--- src/rtl/mult_pkg.sv ---
// Shared definitions for the iterative arithmetic units (mult, div).
// Holds the control-FSM state encoding and the default iteration count.
package mult_pkg;

   typedef enum logic [1:0] {
      IDLE = 2'd0,
      RUN  = 2'd1,
      DONE = 2'd2
   } state_e;

   localparam int ITER  = 32;
   localparam int CNT_W = 6;

endpackage : mult_pkg

--- src/rtl/mult_booth_step.sv ---
// One radix-2 Booth iteration on {A,Q,Q-1}: conditional add/subtract of M,
// followed by a 1-bit arithmetic right shift of the whole concatenation.
module booth_step #(
   parameter int W = 32
) (
   input  logic [W-1:0] acc_i,
   input  logic [W-1:0] q_i,
   input  logic         qm1_i,
   input  logic [W-1:0] m_i,
   output logic [W-1:0] acc_o,
   output logic [W-1:0] q_o,
   output logic         qm1_o
);

   logic [W:0] acc_x;
   logic [W:0] m_x;
   logic [W:0] sum_x;

   // The add/sub runs one bit wider so that A - M with M = most-negative
   // keeps its true sign; after the shift A always fits back in W bits.
   always_comb begin
      acc_x = {acc_i[W-1], acc_i};
      m_x   = {m_i[W-1], m_i};
      case ({q_i[0], qm1_i})
         2'b01:   sum_x = acc_x + m_x;
         2'b10:   sum_x = acc_x - m_x;
         default: sum_x = acc_x;
      endcase
      acc_o = sum_x[W:1];
      q_o   = {sum_x[0], q_i[W-1:1]};
      qm1_o = q_i[0];
   end

endmodule : booth_step

--- src/rtl/mult.sv ---
// Sequential signed multiplier: radix-2 Booth, one iteration per clock.
// Handshake: MultCtrl is a level start request sampled in IDLE; MultDone is high while in DONE.
module mult #(
   parameter int ITER = mult_pkg::ITER
) (
   input  logic        clk,
   input  logic        reset,
   input  logic        MultCtrl,
   input  logic [31:0] RegAOut,
   input  logic [31:0] RegBOut,
   output logic        MultDone,
   output logic [31:0] HI,
   output logic [31:0] LO
);
   import mult_pkg::*;

   localparam logic [CNT_W-1:0] LAST = CNT_W'(ITER - 1);

   state_e             state_q, state_d;
   logic [31:0]        acc_q, acc_d;
   logic [31:0]        q_q, q_d;
   logic               qm1_q, qm1_d;
   logic [31:0]        m_q, m_d;
   logic [CNT_W-1:0]   cnt_q, cnt_d;
   logic [31:0]        hi_q, hi_d;
   logic [31:0]        lo_q, lo_d;
   logic               done_q, done_d;

   logic [31:0]        step_acc;
   logic [31:0]        step_q;
   logic               step_qm1;

   booth_step #(
      .W (32)
   ) u_booth_step (
      .acc_i (acc_q),
      .q_i   (q_q),
      .qm1_i (qm1_q),
      .m_i   (m_q),
      .acc_o (step_acc),
      .q_o   (step_q),
      .qm1_o (step_qm1)
   );

   always_ff @(posedge clk or negedge reset) begin
      if (!reset) begin
         state_q <= IDLE;
         acc_q   <= '0;
         q_q     <= '0;
         qm1_q   <= 1'b0;
         m_q     <= '0;
         cnt_q   <= '0;
         hi_q    <= '0;
         lo_q    <= '0;
         done_q  <= 1'b0;
      end else begin
         state_q <= state_d;
         acc_q   <= acc_d;
         q_q     <= q_d;
         qm1_q   <= qm1_d;
         m_q     <= m_d;
         cnt_q   <= cnt_d;
         hi_q    <= hi_d;
         lo_q    <= lo_d;
         done_q  <= done_d;
      end
   end

   always_comb begin
      state_d = state_q;
      acc_d   = acc_q;
      q_d     = q_q;
      qm1_d   = qm1_q;
      m_d     = m_q;
      cnt_d   = cnt_q;
      hi_d    = hi_q;
      lo_d    = lo_q;
      case (state_q)
         IDLE: begin
            if (MultCtrl) begin
               m_d     = RegAOut;
               q_d     = RegBOut;
               acc_d   = '0;
               qm1_d   = 1'b0;
               cnt_d   = '0;
               state_d = RUN;
            end
         end
         RUN: begin
            acc_d = step_acc;
            q_d   = step_q;
            qm1_d = step_qm1;
            cnt_d = cnt_q + 1'b1;
            // Result is published on the same edge as the final step.
            if (cnt_q == LAST) begin
               hi_d    = step_acc;
               lo_d    = step_q;
               state_d = DONE;
            end
         end
         DONE: begin
            if (!MultCtrl) state_d = IDLE;
         end
         default: state_d = IDLE;
      endcase
      done_d = (state_d == DONE);
   end

   assign MultDone = done_q;
   assign HI       = hi_q;
   assign LO       = lo_q;

endmodule : mult

--- config.mk ---
export PLATFORM = sky130hd
export DESIGN_NAME = mult
export DESIGN_NICKNAME = d
export VERILOG_FILES = /design/src/rtl/mult_pkg.sv /design/src/rtl/mult_booth_step.sv /design/src/rtl/mult.sv
export SDC_FILE = /design/constraint.sdc
export NUM_CORES = 1
export LEC_CHECK = 0
export ABC_AREA = 1
export CORE_MARGIN = 4
export CORE_UTILIZATION = 55
export CTS_BUF_LIST = sky130_fd_sc_hd__clkbuf_16
export DETAILED_ROUTE_END_ITERATION = 8
export HOLD_SLACK_MARGIN = 0.15
export PLACE_DENSITY_LB_ADDON = 0.12
export SLEW_MARGIN = 15
export SYNTH_ARGS = -nofsm -noshare
export SYNTH_HDL_FRONTEND = slang
export SYNTH_SLANG_ARGS = --single-unit
--- constraint.sdc ---
create_clock -name clk -period 3.65 [get_ports clk]
set_input_delay 0.5475 -clock clk [delete_from_list [all_inputs] [get_ports clk]]
set_output_delay 0.5475 -clock clk [all_outputs]
set_load 0.1 [all_outputs]
==> results of run 1 <==
==> cells in the final DEF, fill, tap and decap left out, types with 7 or more instances in the layout <==
master	synthesis	final
nand2_1	449	449
dfrtp_1	170	170
inv_1	143	142
clkdlybuf4s50_1	0	130
nor2_1	89	87
o21ai_0	80	80
nand3_1	75	75
o21ai_1	39	39
a21oi_1	43	38
ha_1	35	35
xor2_1	26	26
clkbuf_16	0	17
o211ai_1	12	12
o221ai_1	12	12
buf_4	1	12
nor2_2	8	10
o22ai_1	10	10
or2_2	9	9
nand2_2	9	9
xnor2_1	9	9
o21ai_2	8	8
inv_2	8	8
a21oi_2	2	7
nand4_1	7	7
a22oi_1	7	7
==> worst paths after layout <==
| path | from | end | depth (start not counted) |
|---|---|---|---|
| max in group asynchronous | reset | acc_q[4] | 3 |
| min | HI[29] | HI[29] | 2 |
| max | m_q[3] | acc_q[23] | 18 |
| min reg2reg | HI[29] | HI[29] | 2 |
| max reg2reg | m_q[3] | acc_q[23] | 18 |
| min in group asynchronous | reset | LO[25] | 2 |
==> worst max-delay path: cells and delay by family (launching register included) <==
kind | cells | cell delay, ns
fa+ha+maj | 1 | 0.40
compound gates | 2 | 0.38
simple gates | 12 | 1.78
xor+xnor | 1 | 0.14
buf+inv | 2 | 0.19
flops | 1 | 0.41
==> final cells by class <==
cell class	instances	area (um2)
fill	1503	5450
multi-input combinational	971	4950
sequential	170	4250
timing repair buffer	145	1430
inverter	151	568
clock buffer	17	425
tap	225	282
clock inverter	15	179
==> cell families (layout without fill, tap and decap cells) <==
kind of cell | after synthesis | in the layout | share of synthesized area (%)
compound gates | 228 | 228 | 13.4
xor+xnor | 35 | 35 | 3.08
fa+ha+maj | 36 | 36 | 4.60
buf+inv | 197 | 328 | 7.96
flops | 170 | 170 | 42.7
mux | 1 | 1 | 0.101
simple gates | 671 | 671 | 28.2
==> metal layers <==
layer | GRT usage [%] | wire [um] | up-vias
met4 | 7.30 | 505 | 0
met3 | 4.33 | 1730 | 31
met5 | 0 | 0 | -
li1 | - | - | 4559
met1 | 41.5 | 13000 | 4277
met2 | 43.1 | 12300 | 308
==> flip-flops by register name (all words and copies together) (netlist names) <==
signal,count
acc_q,32
qm1_q,1
m_q,32
HI,32
q_q,32
LO,32
cnt_q,6
MultDone,1
state_q,2
==> what timing repair did <==
action	CTS	global route
resized for setup	0	7
setup endpoints to repair	0	26
endpoints found under the hold margin	13	0
hold buffers	1	0
==> stage by stage <==
stage	std cells	worst slack, ns	area [um2]
2_1_floorplan	1338	0.856	9960
3_3_place_gp	1661	0.376	11400
3_5_place_dp	1661	0.355	11400
4_1_cts	1694	0.336	12100
5_1_grt	1694	0.0182	12100
6_report	1694	0.235	12100
==> results.json, run 1 <==
{
  "slew_headroom_pct": 31.0,
  "synth_area_um2": 9960,
  "synthTopCellsByCount": "nand2_1, dfrtp_1, inv_1",
  "dr.pass1.iters": 5,
  "status": "completed",
  "fmax_ghz": 0.293,
  "grt_use_total_pct": 28.0,
  "fin_tns_setup_ns": 0,
  "slowest_delay_ns": 0.41,
  "post_cts_buffers": 0,
  "final_util_pct": 68.9,
  "portBuffers": 131,
  "grt_first_pass_wirelength_um": 44900,
  "critPathRequiredTime_ns": 3.98,
  "diodes": 0,
  "ys_seq_elements": 170,
  "cts_made_buffers": 17,
  "antenna_found_initial": 0,
  "syn_to_final_growth_pct": 21.4,
  "crit_fanout": 5,
  "num_rows": 48,
  "rsz0062_at_grt": "false",
  "yosysSeqAreaShare_pct": 42.7,
  "worst_path_most_repeated_cell": "nand2_1",
  "critPathCaptureType": "register",
  "clkSinkCount": 170,
  "hold_class": "register to register",
  "clk_transition_reported_paths_ns": 0.07,
  "maxSlewViolCount": 0,
  "worst_ep_arrival_time_ns": 3.75,
  "overflow": 0,
  "yosysUniqueCellTypes": 47,
  "root_buffer": "clkbuf_16",
  "path_cells": "nor2_2 -> nand4_1 -> inv_1 -> nand3_1 -> nor3_1 -> or2_2 -> xor2_1 -> inv_1 -> ha_1 -> nand2_1 -> nor2_1 -> nand2_1 -> a21oi_1 -> o21ai_0 -> nand3_1 -> nand2_1 -> nand2_1 -> nand2_1",
  "die_h_um": 143,
  "drc": 0,
  "hold_ws_ns": 0.477,
  "synth_edf_count": 0,
  "drtIter0Drc": 877,
  "path_class": "register to register",
  "cts_max_level": 4,
  "die_area_um2": 20300,
  "yosys_warnings": 0,
  "yosys.area.top_type": "dfrtp_1",
  "cts_tree": "yes",
  "dpl.hpwl_um": 20500,
  "slowest_stage": "dfrtp_1",
  "vias_per_cell": 5.42,
  "hold_viol": 0,
  "chipWidth_um": 143,
  "rrSetupSlack_ns": 0.23,
  "crit_path_start_kind": "register",
  "async_flop_share_pct": 100,
  "pin_count": 132,
  "synthDominantCellAreaShare_pct": 42.7,
  "antenna_left": 0,
  "clock_path_buffers": 2,
  "core_um2": 17500,
  "gp_congestion": 0.975,
  "period_share_pct": 93.6,
  "period_minus_slack_ns": 3.42,
  "start_util_pct": 56.8,
  "finalSetupViolCount": 0,
  "synthTopCellsByArea": "dfrtp_1, nand2_1, inv_1, ha_1, o21ai_0",
  "clock_skew_ns": 0.0131,
  "syn_avg_cell_area_um2": 7.44,
  "synth_nets": 1441,
  "synthFlopType": "dfrtp_1",
  "nets": 1559,
  "drv_cap": 0,
  "num_vias": 9175,
  "netlist_instances": 1338,
  "wire_per_inst_um": 16.3,
  "postRouteWirelength_um": 27600,
  "grt_max_degree": 74,
  "grt_pass1_vias": 8693,
  "drive_gt1_share_pct": 7.62,
  "clk_latency_ns": 0.44,
  "tightest_slew_ns": 1.03,
  "yosysMostFrequentCell": "nand2_1"
}
Power of run 1 is not shown: default switching activity piles up to over one toggle a cycle in this logic, so the estimate is an artifact.
==> run 2: changes to the inputs <==
--- a/config.mk
+++ b/config.mk
@@ -6,13 +6,16 @@
 export NUM_CORES = 1
 export LEC_CHECK = 0
 export ABC_AREA = 1
+export CELL_PAD_IN_SITES_DETAIL_PLACEMENT = 0
+export CELL_PAD_IN_SITES_GLOBAL_PLACEMENT = 2
 export CORE_MARGIN = 4
-export CORE_UTILIZATION = 55
+export CORE_UTILIZATION = 32
 export CTS_BUF_LIST = sky130_fd_sc_hd__clkbuf_16
 export DETAILED_ROUTE_END_ITERATION = 8
 export HOLD_SLACK_MARGIN = 0.15
 export PLACE_DENSITY_LB_ADDON = 0.12
-export SLEW_MARGIN = 15
+export RECOVER_POWER = 100
+export SLEW_MARGIN = 20
 export SYNTH_ARGS = -nofsm -noshare
 export SYNTH_HDL_FRONTEND = slang
 export SYNTH_SLANG_ARGS = --single-unit
==> run 2 against run 1 <==
The flow now finishes with violations (capacitance limit, slew limit); cell count rose by 10%; core utilization fell by 29 points; cell area rose by 1.9%; first-iteration DRC count fell by 44%; wire length rose by 18%.
==> results.json, run 2 (synthesized netlist as in run 1, its figures left out) <==
{
  "clk_transition_reported_paths_ns": 0.07,
  "dr.pass1.iters": 5,
  "finalSetupViolCount": 0,
  "fmax_ghz": 0.299,
  "wl_met2_um": 14400,
  "clock_skew_ns": 0.0112,
  "worst_path_most_repeated_cell": "nand2_1",
  "syn_to_final_growth_pct": 23.6,
  "drv_cap": 1,
  "final_common_cell": "nand2_1",
  "status": "finished, violations left",
  "pin_count": 132,
  "hold_viol": 0,
  "die_h_um": 184,
  "critPathCaptureType": "register",
  "diodes": 0,
  "violations": "capacitance limit, slew limit",
  "slowest_delay_ns": 0.41,
  "dpl.hpwl_um": 24300,
  "die_area_um2": 34000,
  "clock_path_buffers": 2,
  "grt_first_pass_wirelength_um": 52100,
  "wl_met3_um": 1090,
  "critPathRequiredTime_ns": 3.95,
  "path_class": "register to register",
  "slew_headroom_pct": -36.1,
  "rrSetupSlack_ns": 0.30,
  "vias_per_cell": 4.80,
  "drtIter0Drc": 495,
  "grt_use_total_pct": 19.8,
  "portBuffers": 131,
  "fin_tns_setup_ns": 0,
  "clk_latency_ns": 0.45,
  "period_share_pct": 91.7,
  "mostFrequentLayoutCells": "nand2_1, dfrtp_1, inv_1",
  "grt_pass1_vias": 9129,
  "start_util_pct": 32.5,
  "crit_family": "simple AND/OR/NAND/NOR gates",
  "slowest_stage": "dfrtp_1",
  "antenna_left": 0,
  "wl_met1_um": 16800,
  "worst_ep_arrival_time_ns": 3.65,
  "overflow": 0,
  "root_buffer": "clkbuf_16",
  "chipWidth_um": 184,
  "cts_max_level": 4,
  "antenna_found_initial": 1,
  "grt_max_degree": 78,
  "gp_congestion": 0.897,
  "hold_class": "register to register",
  "core_um2": 30700,
  "maxSlewViolCount": 77,
  "crit_path_start_kind": "register",
  "drive_gt1_share_pct": 8.36,
  "cts_made_buffers": 17,
  "worst-path-buf-inv": 2,
  "num_vias": 8971,
  "postRouteWirelength_um": 32700,
  "path_cells": "nor2_2 -> nand4_1 -> o21ai_0 -> xor2_1 -> inv_1 -> ha_1 -> nand2_1 -> nor2_1 -> nand3_1 -> nand2_1 -> inv_2 -> o21bai_2 -> nand2_1 -> nand3_1 -> nand3_2 -> nand3_2 -> o21ai_2",
  "crit_fanout": 4,
  "drc": 0,
  "tightest_slew_ns": 2.04,
  "num-fill-cells": 3251,
  "holdBufCountCts": 0,
  "num_rows": 64,
  "routed.top_layer": "met5",
  "nets": 1564,
  "cts_tree": "yes",
  "clkSinkCount": 170,
  "period_minus_slack_ns": 3.35,
  "wire_per_inst_um": 17.5
}
## run 2: repair_timing
item	4_1_cts	5_1_grt
setup buffers	0	0
endpoints found under the setup margin	0	28
resized for setup	0	33
## run 2: through the flow
step / cell area [um2] / instances / hold slack, ns / util, % / setup slack, ns
detailed placement: 11700 / 1838 / 0.462 / 38.2 / 0.169
CTS: 12300 / 1868 / 0.166 / 40.0 / 0.146
finish: 12300 / 1868 / 0.468 / 40.2 / 0.302
global route: 12300 / 1868 / 0.487 / 40.2 / -0.000338
global placement: 11700 / 1838 / 0.458 / 38.2 / 0.179
floorplan: 9960 / 1338 / 0.252 / - / 0.856
## run 2: path summary, 6_finish.rpt
kind / start / cells after the start / to
setup reg to reg: m_q[3] / 17 / acc_q[27]
hold reg to reg: LO[2] / 2 / LO[2]
min in group asynchronous: reset / 1 / q_q[8]
max in group asynchronous: reset / 2 / acc_q[6]
hold / removal: LO[2] / 2 / LO[2]
setup / recovery: m_q[3] / 17 / acc_q[27]
## run 2: per-layer routing
metal | global-route usage, % | vias to the layer above
met5 | 0 | -
met4 | 3.99 | 2
met3 | 3.69 | 19
met1 | 29.4 | 4263
met2 | 30.4 | 136
li1 | - | 4551
## run 2: layout make-up
class / instances / area [um2] / area share [%]
clock buffers: 17 / 425 / 3.45
clock inverters: 13 / 109 / 0.884
inverters: 151 / 568 / 4.61
multi-input cells: 971 / 5010 / 40.7
flip-flops and latches: 170 / 4250 / 34.5
well taps: 396 / 495 / 4.02
repair buffers: 150 / 1450 / 11.8
## run 2: tightest hold or removal path, delay by kind of cell (launching register included)
family | cells | cell delay (ns)
DFF | 1 | 0.34
and+or+nand+nor | 2 | 0.09
Power of run 2 is left out for the same reason.
==> run 3: changes to the inputs <==
==> constraint.sdc (replaced) <==
create_clock -name clk -period 3.65 [get_ports clk]
set_input_delay 0.5475 -clock clk [delete_from_list [all_inputs] [get_ports clk]]
set_output_delay 0.5475 -clock clk [all_outputs]
set_load 0.05 [all_outputs]
==> results of run 3 <==
Same layout as run 2: the final DEF is identical, and so are final timing and power.
Power of run 3 is left out for the same reason.
